--- src/rtl/z16_multicycle_ctrl.sv ---
// Z16 multi-cycle sequencer: owns PC and IR, runs the FETCH/DECODE/EXEC/MEM/WB
// sequence and drives the instruction/data memory request handshakes.
module z16_multicycle_ctrl #(
   parameter logic [15:0] PC_RESET = 16'h0000,
   parameter logic [15:0] PC_STEP  = 16'h0002
) (
   input  logic        i_clk,
   input  logic        i_rst_n,
   input  logic        i_run,
   output logic        o_imem_req,
   output logic [15:0] o_imem_addr,
   input  logic        i_imem_ack,
   input  logic [15:0] i_imem_rdata,
   output logic [15:0] o_instr,
   input  logic        i_rd_wen,
   input  logic        i_mem_wen,
   output logic        o_dmem_req,
   output logic        o_dmem_we,
   input  logic        i_dmem_ack,
   output logic        o_rf_we,
   output logic        o_retire,
   output logic [15:0] o_pc,
   output logic [15:0] o_retire_cnt,
   output logic [2:0]  o_state
);

   typedef enum logic [2:0] {
      IDLE   = 3'd0,
      FETCH  = 3'd1,
      DECODE = 3'd2,
      EXEC   = 3'd3,
      MEM    = 3'd4,
      WB     = 3'd5
   } state_t;

   state_t      state;
   logic [15:0] pc;
   logic [15:0] ir;
   logic [15:0] retire_cnt;
   logic        rd_wen_q;
   logic        is_load;
   logic        is_store;
   logic        is_mem;
   logic        retire;

   // Memory-class decode from the latched opcode and the retire condition per state
   always_comb begin
      is_load  = (ir[3:0] == 4'hA);
      is_store = (ir[3:0] == 4'hB);
      is_mem   = is_load | is_store;
      retire   = 1'b0;
      case (state)
         EXEC:    retire = !is_mem && !i_rd_wen;
         MEM:     retire = is_store && i_dmem_ack;
         WB:      retire = 1'b1;
         default: retire = 1'b0;
      endcase
   end

   // Sequencer state, PC, IR and retire counter
   always_ff @(posedge i_clk or negedge i_rst_n) begin
      if (!i_rst_n) begin
         state      <= IDLE;
         pc         <= PC_RESET;
         ir         <= '0;
         retire_cnt <= '0;
         rd_wen_q   <= 1'b0;
      end else begin
         if (retire) begin
            pc         <= pc + PC_STEP;
            retire_cnt <= retire_cnt + 16'd1;
         end
         case (state)
            IDLE: begin
               if (i_run) state <= FETCH;
            end
            FETCH: begin
               if (i_imem_ack) begin
                  ir    <= i_imem_rdata;
                  state <= DECODE;
               end
            end
            DECODE: begin
               state <= EXEC;
            end
            EXEC: begin
               // rd write-enable is captured here so the WB strobe comes from a register
               rd_wen_q <= i_rd_wen;
               if (is_mem)        state <= MEM;
               else if (i_rd_wen) state <= WB;
               else               state <= i_run ? FETCH : IDLE;
            end
            MEM: begin
               if (i_dmem_ack) begin
                  if (is_load) state <= WB;
                  else         state <= i_run ? FETCH : IDLE;
               end
            end
            WB: begin
               state <= i_run ? FETCH : IDLE;
            end
            default: begin
               state <= IDLE;
            end
         endcase
      end
   end

   // Request strobes decoded from registered state; only the store flag passes through
   always_comb begin
      o_imem_req   = (state == FETCH);
      o_imem_addr  = pc;
      o_dmem_req   = (state == MEM);
      o_dmem_we    = (state == MEM) && i_mem_wen;
      o_rf_we      = (state == WB) && rd_wen_q;
      o_retire     = retire;
      o_instr      = ir;
      o_pc         = pc;
      o_retire_cnt = retire_cnt;
      o_state      = state;
   end

endmodule

--- config.mk ---
export PLATFORM = sky130hd
export DESIGN_NAME = z16_multicycle_ctrl
export DESIGN_NICKNAME = d
export VERILOG_FILES = /design/src/rtl/z16_multicycle_ctrl.sv
export SDC_FILE = /design/constraint.sdc
export NUM_CORES = 1
export LEC_CHECK = 0
export CAP_MARGIN = 20
export CORE_MARGIN = 2
export CORE_UTILIZATION = 45
export DETAILED_ROUTE_END_ITERATION = 8
export PLACE_DENSITY = 0.92
export SLEW_MARGIN = 20
export SYNTH_ARGS = -nofsm -noshare
export SYNTH_HDL_FRONTEND = slang
export SYNTH_SLANG_ARGS = --single-unit
--- constraint.sdc ---
create_clock -name i_clk -period 4.3 [get_ports i_clk]
set_clock_uncertainty 0.2 [all_clocks]
set_input_delay 0.645 -clock i_clk [delete_from_list [all_inputs] [get_ports i_clk]]
set_output_delay 0.645 -clock i_clk [all_outputs]
set_load 0.01 [all_outputs]
; Word-level counts from Yosys, hierarchy flattened
; Cells that the tools add are included.
[totals]
latch_bits = 0
ff_bits = 52
output_inout_bits = 72
elab_cells = 36
romBits = 0
memories = 0
ram_bits = 0
inputBits = 23
[classes]
muxes = 9
mul = 0
n_bitwise = 1
order_cmp = 0
add_sub_neg = 2
reduce_logical = 9
shift = 0
div_mod_pow = 0
n_eq_ne = 10
[op_table]
columns = operator, n
row1 = 3-bit two-way mux, 6
row2 = 3-bit one-hot mux with 6 select lines, 1
row3 = "16-bit by 1-bit adder with 16-bit output, second input constant", 1
row4 = "16-bit by 2-bit adder with 16-bit output, second input constant", 1
row5 = "4-bit equality test, second input constant", 2
row6 = "3-bit by 2-bit equality test with 1-bit output, second input constant", 2
row7 = "3-bit equality test, second input constant", 2
row8 = 1-bit logical AND, 4
row9 = "2-bit by 1-bit != test with 1-bit output, second input constant", 2
row10 = "3-bit by 1-bit equality test with 1-bit output, second input constant", 1
row11 = 3-bit zero test, 1
row12 = 1-bit one-hot mux with 3 select lines, 1
row13 = 3-bit AND reduction, 1
row14 = 1-bit zero test, 2
row15 = "2-bit != test, second input constant", 1
row16 = 2-bit AND reduction, 1
row17 = 1-bit two-way mux, 1
row18 = 1-bit bitwise OR, 1

; Longest topological paths before layout
; Gate-level depths: netlist of run 1.
[depth]
depth_word = 5
depth_mapped = 9
depth_no_buf = 6

; Worst setup path after synthesis of run 1
; OpenSTA, ideal clock, no wires.
[synth_timing]
kind = input -> output
startpoint = input port i_rd_wen
endpoint = output port o_retire
required_ns = 3.455
cell_stages = 5
arrival_ns = 1.476
path_buffers = 2
path_slack_ns = 1.979
cell_sequence = or3_1 -> o21a_1 -> buf_6 -> clkinv_2 -> buf_4
[synth_between]
elab_chain_cells = 3
[synth_lines]
columns = element, line
row1 = "start, declared", 15  ; input logic i_rd_wen,
row2 = 1-bit zero test, 53  ; EXEC: retire = !is_mem && !i_rd_wen;
row3 = 1-bit logical AND, 53
row4 = 1-bit one-hot mux with 3 select lines, 52  ; case (state)
row5 = "end, declared", 21  ; output logic o_retire,
; Every way passes these cells.

; Worst setup path in the final report of run 1
; Ends and elaborated chain as after synthesis.

==> results of run 1 <==
[per-layer routing]
| layer | track usage | vias up | share of wire |
|---|---|---|---|
| li1 | - | 875 | - |
| met1 | 0.217 | 935 | 0.42 |
| met2 | 0.315 | 74 | 0.50 |
| met3 | 0.0529 | 5 | 0.066 |
| met4 | 0.0439 | 0 | 0.0086 |
| met5 | 0 | - | 0 |
[power breakdown]
part | leakage [uW] | switching (uW) | internal, uW
clock network | 0.0000644 | 158 | 232
logic | 0.000708 | 316 | 459
registers | 0.000633 | 148 | 616
[worst max-delay path: cells and delay by family]
kind | cells | cell delay [ns]
AOI/OAI and AO/OA | 1 | 0.14
and+or+nand+nor | 1 | 0.39
buffers and inverters | 3 | 1.21
[Yosys cell counts, drive strengths merged, types with 2 or more instances]
| cell | count |
|---|---|
| nor3 | 6 |
| o21ai | 2 |
| nand3 | 8 |
| nor2 | 12 |
| and2 | 3 |
| nand2b | 2 |
| xor2 | 14 |
| xnor2 | 15 |
| ha | 2 |
| nand3b | 2 |
| o31ai | 2 |
| nand2 | 18 |
| dfrtp | 51 |
| nor4 | 4 |
| clkbuf | 2 |
| and3 | 4 |
| mux2 | 18 |
| buf | 25 |
| nand4 | 12 |
[through the flow]
step	instances	util	area (um2)
after global placement	357	0.609	3310
after global routing	365	0.634	3450
after detailed placement	357	0.609	3310
after CTS	365	0.634	3450
after floorplan	219	-	2490
final	365	0.634	3450
[state kept, by name, summed over array words and instances (netlist names)]
signal / cells
o_instr: 16
o_state: 3
o_imem_addr: 15
rd_wen_q: 1
o_retire_cnt: 16
[kinds of logic (layout without fill, tap and decap cells)]
kind of cell | after synthesis | after routing
and+or+nand+nor | 77 | 77
DFF | 51 | 51
xor gates and xnor gates | 29 | 29
buffers and inverters | 29 | 103
muxes | 18 | 18
AOI/OAI and AO/OA | 11 | 11
adders and majority gates | 2 | 2
other | 1 | 2
[cell type report]
type,count,area [um2]
multi-input cells,139,1010
well taps,72,90.1
inverters,2,8.76
clock inverters,3,67.6
flip-flops and latches,51,1280
clock buffers,5,68.8
fillers,430,1990
repair buffers,93,926
[final timing paths]
kind                       slack, ns               end              from  cells past startpoint
setup / recovery                1.05          o_retire          i_rd_wen                      5
hold / removal                  0.15        o_instr[9]           i_rst_n                      1
setup reg to reg                2.06  o_retire_cnt[14]        o_state[0]                      6
hold reg to reg                 0.27  o_retire_cnt[15]  o_retire_cnt[15]                      1
max in group asynchronous       3.33       o_instr[10]           i_rst_n                      1
min in group i_clk              0.27  o_retire_cnt[15]  o_retire_cnt[15]                      1
==> impl_metrics.csv, run 1 <==
group,metric,value,unit
timing,relSlewSlack,0.517,
timing,drv_slew,0,
detailed_routing,vias_per_cell,5.18,
pwr,pwr_density_cell,559,mW/mm2
synth,synth_seq_cells,51,
global_route,grt_usage,0.179,
synth,synth-xor-area-share,0.102,
critical_path,crit_path_frequent_cell,"clkdlybuf4s50_1",
synth,synth_edf_count,0,
detailed_routing,routedWlPerCell,14.3,um
critical_path,cp-end-kind,"primary output",
synth,synth_top_family_by_area,"simple AND/OR/NAND/NOR gates",
clock_network,cts_tree,"done",
final_layout,mostFrequentLayoutCell,"clkdlybuf4s50_1",
synth,synthFlopType,"dfrtp_1",
timing,max_slew.worst_pin.slew,0.725,ns
critical_path,path_class,"input pin to primary output",
critical_path,worstPathArrival,2.40,ns
clock_network,htreeDepth,2,
detailed_routing,antenna_left,0,
status,outcome,"completed",
synth,synthAdderAreaFrac,0.0101,
global_route,grt_pass1_wl,8.71,mm
clock_network,cts-resized-gates,0,
floorplan,start_util,0.458,
clock_network,clk_path_buf_depth,2,
clock_network,clk_pin_slew,0.09,ns
timing,worst_slack,1.05,ns
floorplan,ios,95,
floorplan,dieArea,0.00614,mm2
detailed_routing,dr.pass1.iters,4,
clock_network,cts_setup_buffers,0,
synth,synth_compound_area_frac,0.0307,
timing,grt_setup_unrepaired,"no",
synth,synth_top_area_share,0.513,
timing,fin_crit_sh,0.755,
detailed_routing,wirelength,5.22,mm
global_route,grt_start_max_net_pins,52,
synth,muxShareOfSynthArea,0.0814,
final_layout,drive_gt1_frac,0.126,
global_route,grt_antenna_before_repair,0,
timing,clock.fmax,308,MHz
final_layout,layout_common_cells,"clkdlybuf4s50_1, dfrtp_1, nand2_1, mux2_2, xnor2_1",
timing,finalHoldViolCount,0,
placement,dp_hpwl,3.83,mm
timing,post-route-min-period,3.25,ns
clock_network,cts_sinks,51,
pwr,p_leak,0.00141,uW
synth,yosysWarnings,0,
floorplan,rows,27,
critical_path,crit_chain,"clkdlybuf4s50_1, or3_1, o21a_1, clkinv_2, clkdlybuf4s50_1",
final_layout,nNetsFinal,317,
pwr,total_power,1930,uW
placement,port_buffers,92,
critical_path,setup.worst_path.start_class,"input pin",
placement,gp_congestion,0.811,
synth,ys_seq_area_frac,0.513,
floorplan,die_y,78.4,um
clock_network,clk_latency,0.30,ns
global_route,overflow,0,
synth,netlist_instances,218,
synth,synth.top_cells.by_area,"dfrtp_1, mux2_2, buf_4",
synth,synthSimpleGateAreaFrac,0.180,
critical_path,critPathRequiredTime,3.45,ns
critical_path,crit_fanout,16,
detailed_routing,drt_iter0_drc,100,
global_route,grt_pass1_vias,1846,
placement,post-place-ws,1.05,ns
clock_network,numCtsBuffers,5,
critical_path,crit_path_top_delay_cell,"clkdlybuf4s50_1",
worst_hold_path,hold_path.class,"input pin to async pin",
clock_network,clockRootBuffer,"clkbuf_8",
synth,synthArstFlopShare,1.00,
synth,syn_area_per_cell,11.4,um2
synth,syn_area,0.00249,mm2
final_layout,syn_to_final_growth,38.7,%
detailed_routing,vias,1889,
floorplan,core_area,0.00544,mm2
timing,timing.hold.ws,0.151,ns
clock_network,cts_hold_buf,0,
critical_path,critPathMaxStageDelay,0.58,ns
timing,report.final.setup_viol,0,
job,maxCapViolCount,0,
pwr,vdd_drop_max,0.356,mV
floorplan,fp.dieW,78.4,um
synth,yosys.area.top_type,"dfrtp_1",
timing,tns,0,ns
detailed_routing,drcViolationCount,0,
final_layout,diodes,0,
synth,yosysUniqueCellTypes,41,
Power figures use the tool's default switching activity.
==> run 2: changes to the inputs <==
Settings changed: CORE_UTILIZATION 45 to 40, PLACE_DENSITY 0.92 to 0.87.
Clock period 4.3 ns to 2.7 ns, I/O delays scaled along.
==> run 2 against run 1 <==
Count of clock-buffer cells in the layout grew 1. Global-route usage shrank 2.2 points. Core utilization down 5.4 points. Wire length rose by 2.5%. Sequential share of layout area hardly changed. Final area increased by 0.11%. Total power is 51% higher. Largest cell class unchanged. Largest power group unchanged.
==> impl_metrics.csv, run 2 (same netlist as run 1, synthesis figures left out) <==
group,metric,value,unit
critical_path,crit_chain,"nand2b_1, nor2_1, and2_1, clkdlybuf4s50_1",
pwr,seqPwrFrac,0.413,
pwr,switching_power,990,uW
critical_path,critPathBufInv,1,
final_layout,nFillCells,521,
critical_path,critPathMaxStageDelay,0.52,ns
final_layout,drive_gt1_frac,0.147,
critical_path,reg2reg_depth,6,
final_layout,syn_to_final_growth,38.8,%
critical_path,crit_fanout,10,
detailed_routing,drt_iter0_drc,57,
detailed_routing,wirelength,5.35,mm
global_route,grt_start_max_net_pins,28,
critical_path,critPathRequiredTime,2.10,ns
critical_path,crit_path_top_delay_cell,"clkdlybuf4s50_1",
critical_path,cp-end-kind,"primary output",
timing,relSlewSlack,0.596,
floorplan,dieArea,0.00687,mm2
detailed_routing,dr.pass1.iters,4,
timing,drv_slew,0,
final_layout,nNetsFinal,323,
global_route,grt_pass1_wl,8.89,mm
timing,max_slew.worst_pin.slew,0.606,ns
critical_path,reg2reg_from,"o_instr[1]",
pwr,internal_power,1920,uW
detailed_routing,drcViolationCount,0,
critical_path,path_class,"register to primary output",
floorplan,core_area,0.00596,mm2
timing,report.final.setup_viol,0,
clock_network,clk_latency,0.30,ns
timing,grt_setup_unrepaired,"no",
clock_network,clk_path_buf_depth,2,
global_route,grt_pass1_vias,1848,
pwr,vdd_drop_max,0.546,mV
floorplan,rows,28,
status,outcome,"completed",
detailed_routing,vias_per_cell,4.98,
final_layout,layout_common_cells,"clkdlybuf4s50_1, dfrtp_1, nand2_1, mux2_2, xnor2_1",
placement,gp_congestion,0.812,
final_layout,diodes,0,
clock_network,cts_setup_buffers,0,
critical_path,r2r-end,"o_retire_cnt[14]",
pwr,pwr_density_cell,842,mW/mm2
clock_network,clockRootBuffer,"clkbuf_8",
floorplan,die_y,82.9,um
clock_network,clk_pin_slew,0.08,ns
detailed_routing,antenna_left,0,
worst_hold_path,hold_path.class,"register to register",
critical_path,crit_path_end,"o_dmem_we",
timing,clock.fmax,406,MHz
pwr,pwr-share-comb,0.442,
critical_path,startpoint,"o_state[1]",
detailed_routing,vias,1861,
clock_network,cts_tree,"done",
timing,fin_crit_sh,0.913,
pwr,p_leak,0.00142,uW
floorplan,ios,95,
critical_path,setup.worst_path.start_class,"register",
placement,port_buffers,92,
placement,dp_hpwl,3.95,mm
timing,timing.hold.ws,0.280,ns
critical_path,worstPathArrival,1.86,ns
job,maxCapViolCount,0,
global_route,overflow,0,
critical_path,path_depth,4,
detailed_routing,routedWlPerCell,14.3,um
critical_path,crit_family,"simple AND/OR/NAND/NOR gates",
floorplan,fp.dieW,82.9,um
timing,finalHoldViolCount,0,
clock_network,numCtsBuffers,5,
global_route,grt_antenna_before_repair,0,
timing,tns,0,ns
critical_path,r2r_slack,0.54,ns
pwr,clockPowerShare,0.145,
timing,post-route-min-period,2.46,ns
final_layout,mostFrequentLayoutCell,"clkdlybuf4s50_1",
pwr,swShare,0.340,
floorplan,start_util,0.418,
global_route,grt_usage,0.158,
clock_network,cts_sinks,51,
clock_network,htreeDepth,2,
[run 2: cell types whose count changed in the layout (fill, tap and decap cells not counted), sizes merged]
cell,delta
buf,+5
bufinv,-2
clkbuf,+1
clkdlybuf4s50,-1
clkinv,+1
dlygate4sd3,+1
dlymetal6s2s,+1
[run 2: power by group through the flow]
stage                     sequential [uW]  combinational [uW]  clock, uW
after global placement               1200                1270          0
after floorplan                      1260                 626          0
after CTS                            1200                1300        442
final                                1200                1280        422
after global routing                 1240                1390        470
after detailed placement             1210                1300          0
[run 2: metrics by stage]
step                instance area (um2)  setup slack (ns)  std cells  total power, uW  utilization
floorplan                          2490             0.650        219             1880            -
global placement                   3350             0.110        365             2470        0.563
detailed placement                 3350            0.0603        365             2510        0.563
CTS                                3450           0.00690        374             2950        0.579
global route                       3450             0.118        374             3100        0.580
finish                             3450             0.236        374             2910        0.580
[run 2: cell type report]
| type | count | area (um2) | share of cell area |
|---|---|---|---|
| inverters | 2 | 8.76 | 0.00254 |
| clock buffers | 6 | 72.6 | 0.0210 |
| clock inverters | 2 | 12.5 | 0.00362 |
| multi-input cells | 139 | 1010 | 0.294 |
| well taps | 75 | 93.8 | 0.0272 |
| flip-flops and latches | 51 | 1280 | 0.370 |
| repair buffers | 99 | 973 | 0.282 |
[run 2: worst min path at each step]
stage	from	slack, ns	to	cells past startpoint
floorplan	i_rst_n	-0.09	o_imem_addr[10]	0
finish	o_retire_cnt[15]	0.28	o_retire_cnt[15]	1
global route	o_retire_cnt[15]	0.32	o_retire_cnt[15]	1
CTS	o_retire_cnt[15]	0.28	o_retire_cnt[15]	1
detailed placement	i_rst_n	0.25	o_instr[9]	1
global placement	i_rst_n	0.24	o_instr[9]	1
[run 2: metal layers]
layer / part of all wire / vias to the layer above / track usage / routed length, um
li1: - / 888 / - / -
met1: 0.43 / 902 / 0.202 / 2320
met2: 0.50 / 69 / 0.262 / 2690
met3: 0.059 / 2 / 0.0447 / 315
met4: 0.0041 / 0 / 0.0432 / 22
met5: 0 / - / 0 / 0
[run 2: worst reg2reg max path, cell delays in order, from the launching register on]
cell and delay, ns:
dfrtp_1 0.40, and3b_2 0.26, or3_1 0.33, o21a_1 0.17
buf_4 0.23, nor4_2 0.33, xor2_1 0.17
[run 2: what timing repair did]
action / CTS / global route
resized for setup: 1 / 3
endpoints found under the hold margin: 25 / 0
setup endpoints to repair: 1 / 1
hold buffers: 1 / 0
==> variant: new RTL, settings of run 1 <==
Register the output `o_retire_cnt`; this adds one clock of latency there. The other outputs are not delayed to match.
--- a/src/rtl/z16_multicycle_ctrl.sv
+++ b/src/rtl/z16_multicycle_ctrl.sv
@@ -34,2 +34,4 @@
    } state_t;
+
+   logic [15:0] o_retire_cnt_d;
 
@@ -118,4 +120,8 @@
       o_pc         = pc;
-      o_retire_cnt = retire_cnt;
+      o_retire_cnt_d = retire_cnt;
       o_state      = state;
+   end
+
+   always_ff @(posedge i_clk) begin
+      o_retire_cnt <= o_retire_cnt_d;
    end
Function: changed (a bounded check fails within 10 cycles, from zero or initial values and one cycle with i_rst_n low).
==> variant against run 1 <==
- register-to-register slack better by 0.11 ns
- setup slack improved by 0.057 ns
- via count up 5.7%
- utilization increased by 0.80 points
- final area up 11%
- sequential cell count grew 16
- sequential power up 23%
- routed wire length increased by 6.1%
- area after synthesis increased by 12%
- global-route usage decreased by 0.88 points
- final cell count up 7.9%
- power is 15% higher
- critical path type unchanged
- highest routed layer unchanged
==> variant: results (changes against run 1) <==
Run status
  – Status: finished, final reports clean

GRT
  – Maximum number of pins on one net before global-route repair: 52 (unchanged)
  – Wire length of the first global-routing pass: 8690 um (-0.31%)
  – Via count of the first global-routing pass: 1899 (+2.9%)
  – GR Util All Layers: 0.171 (-0.00876)
  – Number of antenna violations at the first check in global routing: 0 (unchanged)

Yosys
  – Unique cell type count in the Yosys netlist: 37 (-9.8%)
  – Synth area leaders: dfrtp_1 46%, dfxtp_1 12%, mux2_2 7.3%, buf_4 4.9%, xnor2_1 4.7%
  – Sequential-to-total area share from yosys stat: 0.575 (+0.0617)
  – Synthesized area per cell: 11.9 um^2 (+4.5%)
  – Primary flip-flop cell chosen by synthesis mapping: dfrtp_1
  – Synth cell count leaders: 51 x dfrtp_1, 22 x nand2_1, 18 x buf_4, 18 x mux2_2, 16 x dfxtp_1
  – Synth Warn #: 0 (unchanged)
  – Share of synthesized flip-flops with an asynchronous set or reset: 0.761 (-0.239)

Worst setup path
  – Worst R2R Setup Slack: 2.17 ns (+0.11 ns)
  – Startpoint of the most critical register-to-register path: o_state[0]
  – Slowest library cell on the worst path: clkdlybuf4s50_1
  – First element of the critical path: i_rd_wen
  – Worst Path Max Fanout: 16 (unchanged)
  – Arrival time of data at the critical path endpoint: 2.35 ns (-0.05 ns)

STA
  – Worst slew margin relative to its limit: 0.531 (+0.0142)
  – Achievable Freq: 0.313 GHz (+1.8%)
  – Minimum hold slack: 0.126 ns (-0.0249 ns)

Clock tree
  – Clock transition at the registers of the reported paths: 0.07 ns (-0.02 ns)
  – Total number of H-tree levels: 3 (+1)
  – Post-CTS setup-driven buffer insertion count: 0 (unchanged)
  – Post-cts repair resize count: 0 (unchanged)
  – Clock buffer count from CTS: 9 (+4)
  – Bufs on Longest Clock Path: 2 (unchanged)
  – Root buffer selected by CTS: clkbuf_8
  – Clock Latency Late Sink: 0.33 ns (+0.03 ns)

Finish
  – Count of inserted antenna diode cells: 0 (unchanged)
  – Post-layout net count: 339 (+6.9%)
  – # fillers: 482 (+12%)
  – Cell Count, Final, Fillers Out: 394 (+7.9%)
  – Ratio of cells with drive above 1 in the final layout: 0.132 (+0.00538)

Route
  – Via Count: 1997 (+5.7%)
  – Routed wire length per instance: 14.1 um (-1.7%)
  – Initial DRC Count: 68 (-32%)
  – Initial DRT Pass Iterations: 4 (unchanged)

Placement
  – Number of cells after detailed placement: 378 (+5.9%)
  – Routability congestion estimate: 0.781 (-3.7%)
  – Post-Place Worst Slack: 1.11 ns (+0.0558 ns)
  – HPWL after detailed placement: 3870 um (+1.1%)
  – Quantity of I/O buffers inserted on ports: 92 (unchanged)

Power and ir drop
  – Leak Pwr: 1.57 nW (+12%)
  – IR drop worst, VDD: 376 uV (+5.7%)
  – Net switching share of the total power: 0.320 (-0.00253)

Min path
  – Worst min path class: input pin to async pin
## variant: cell families (layout without fill, tap and decap cells)
kind of cell	Yosys count	in the layout	synth area share
flip-flops	67	67	0.575
XOR/XNOR	29	29	0.0914
adder cells (fa/ha/maj)	2	2	0.00900
buffers and inverters	27	112	0.0675
multiplexers	18	18	0.0729
AO/OA/AOI/OAI	7	7	0.0176
AND/OR/NAND/NOR	82	82	0.166
other	1	2	0.00135
## variant: metrics by stage
stage	cell area, um^2	util
2_1_floorplan	2780	-
3_3_place_gp	3620	0.608
3_5_place_dp	3620	0.608
4_1_cts	3820	0.642
5_1_grt	3830	0.642
6_report	3830	0.642
## variant: power groups by stage
stage	combinational (mW)	clock [mW]	sequential (mW)
4_1_cts	0.772	0.524	0.939
6_report	0.760	0.511	0.938
3_3_place_gp	0.749	0	0.934
2_1_floorplan	0.359	0	0.973
5_1_grt	0.833	0.555	0.964
3_5_place_dp	0.766	0	0.948
## variant: layout make-up
type	count	area share
repair buffers	93	0.242
flip-flops and latches	67	0.417
inverters	3	0.00294
clock inverters	7	0.0199
multi-input cells	140	0.261
well taps	75	0.0245
clock buffers	9	0.0324
## variant: routing by layer
metal  routed length [um]  track usage
met1                 2390        0.202
met2                 2600        0.273
met3                  425       0.0543
met4                  127        0.100
met5                    0            0
## variant: worst paths after layout
kind,end,cells past startpoint
setup / recovery,o_retire,4
hold / removal,o_state[0],1
hold reg to reg,o_retire_cnt[15],0
setup reg to reg,o_imem_addr[12],5
max in group asynchronous,o_retire_cnt_d[14],1
min in group i_clk,o_retire_cnt[15],0
## variant: worst max-delay path: cells and delay by family
kind / cells / cell delay [ns]
buffers and inverters: 3 / 1.29
AO/OA/AOI/OAI: 1 / 0.40
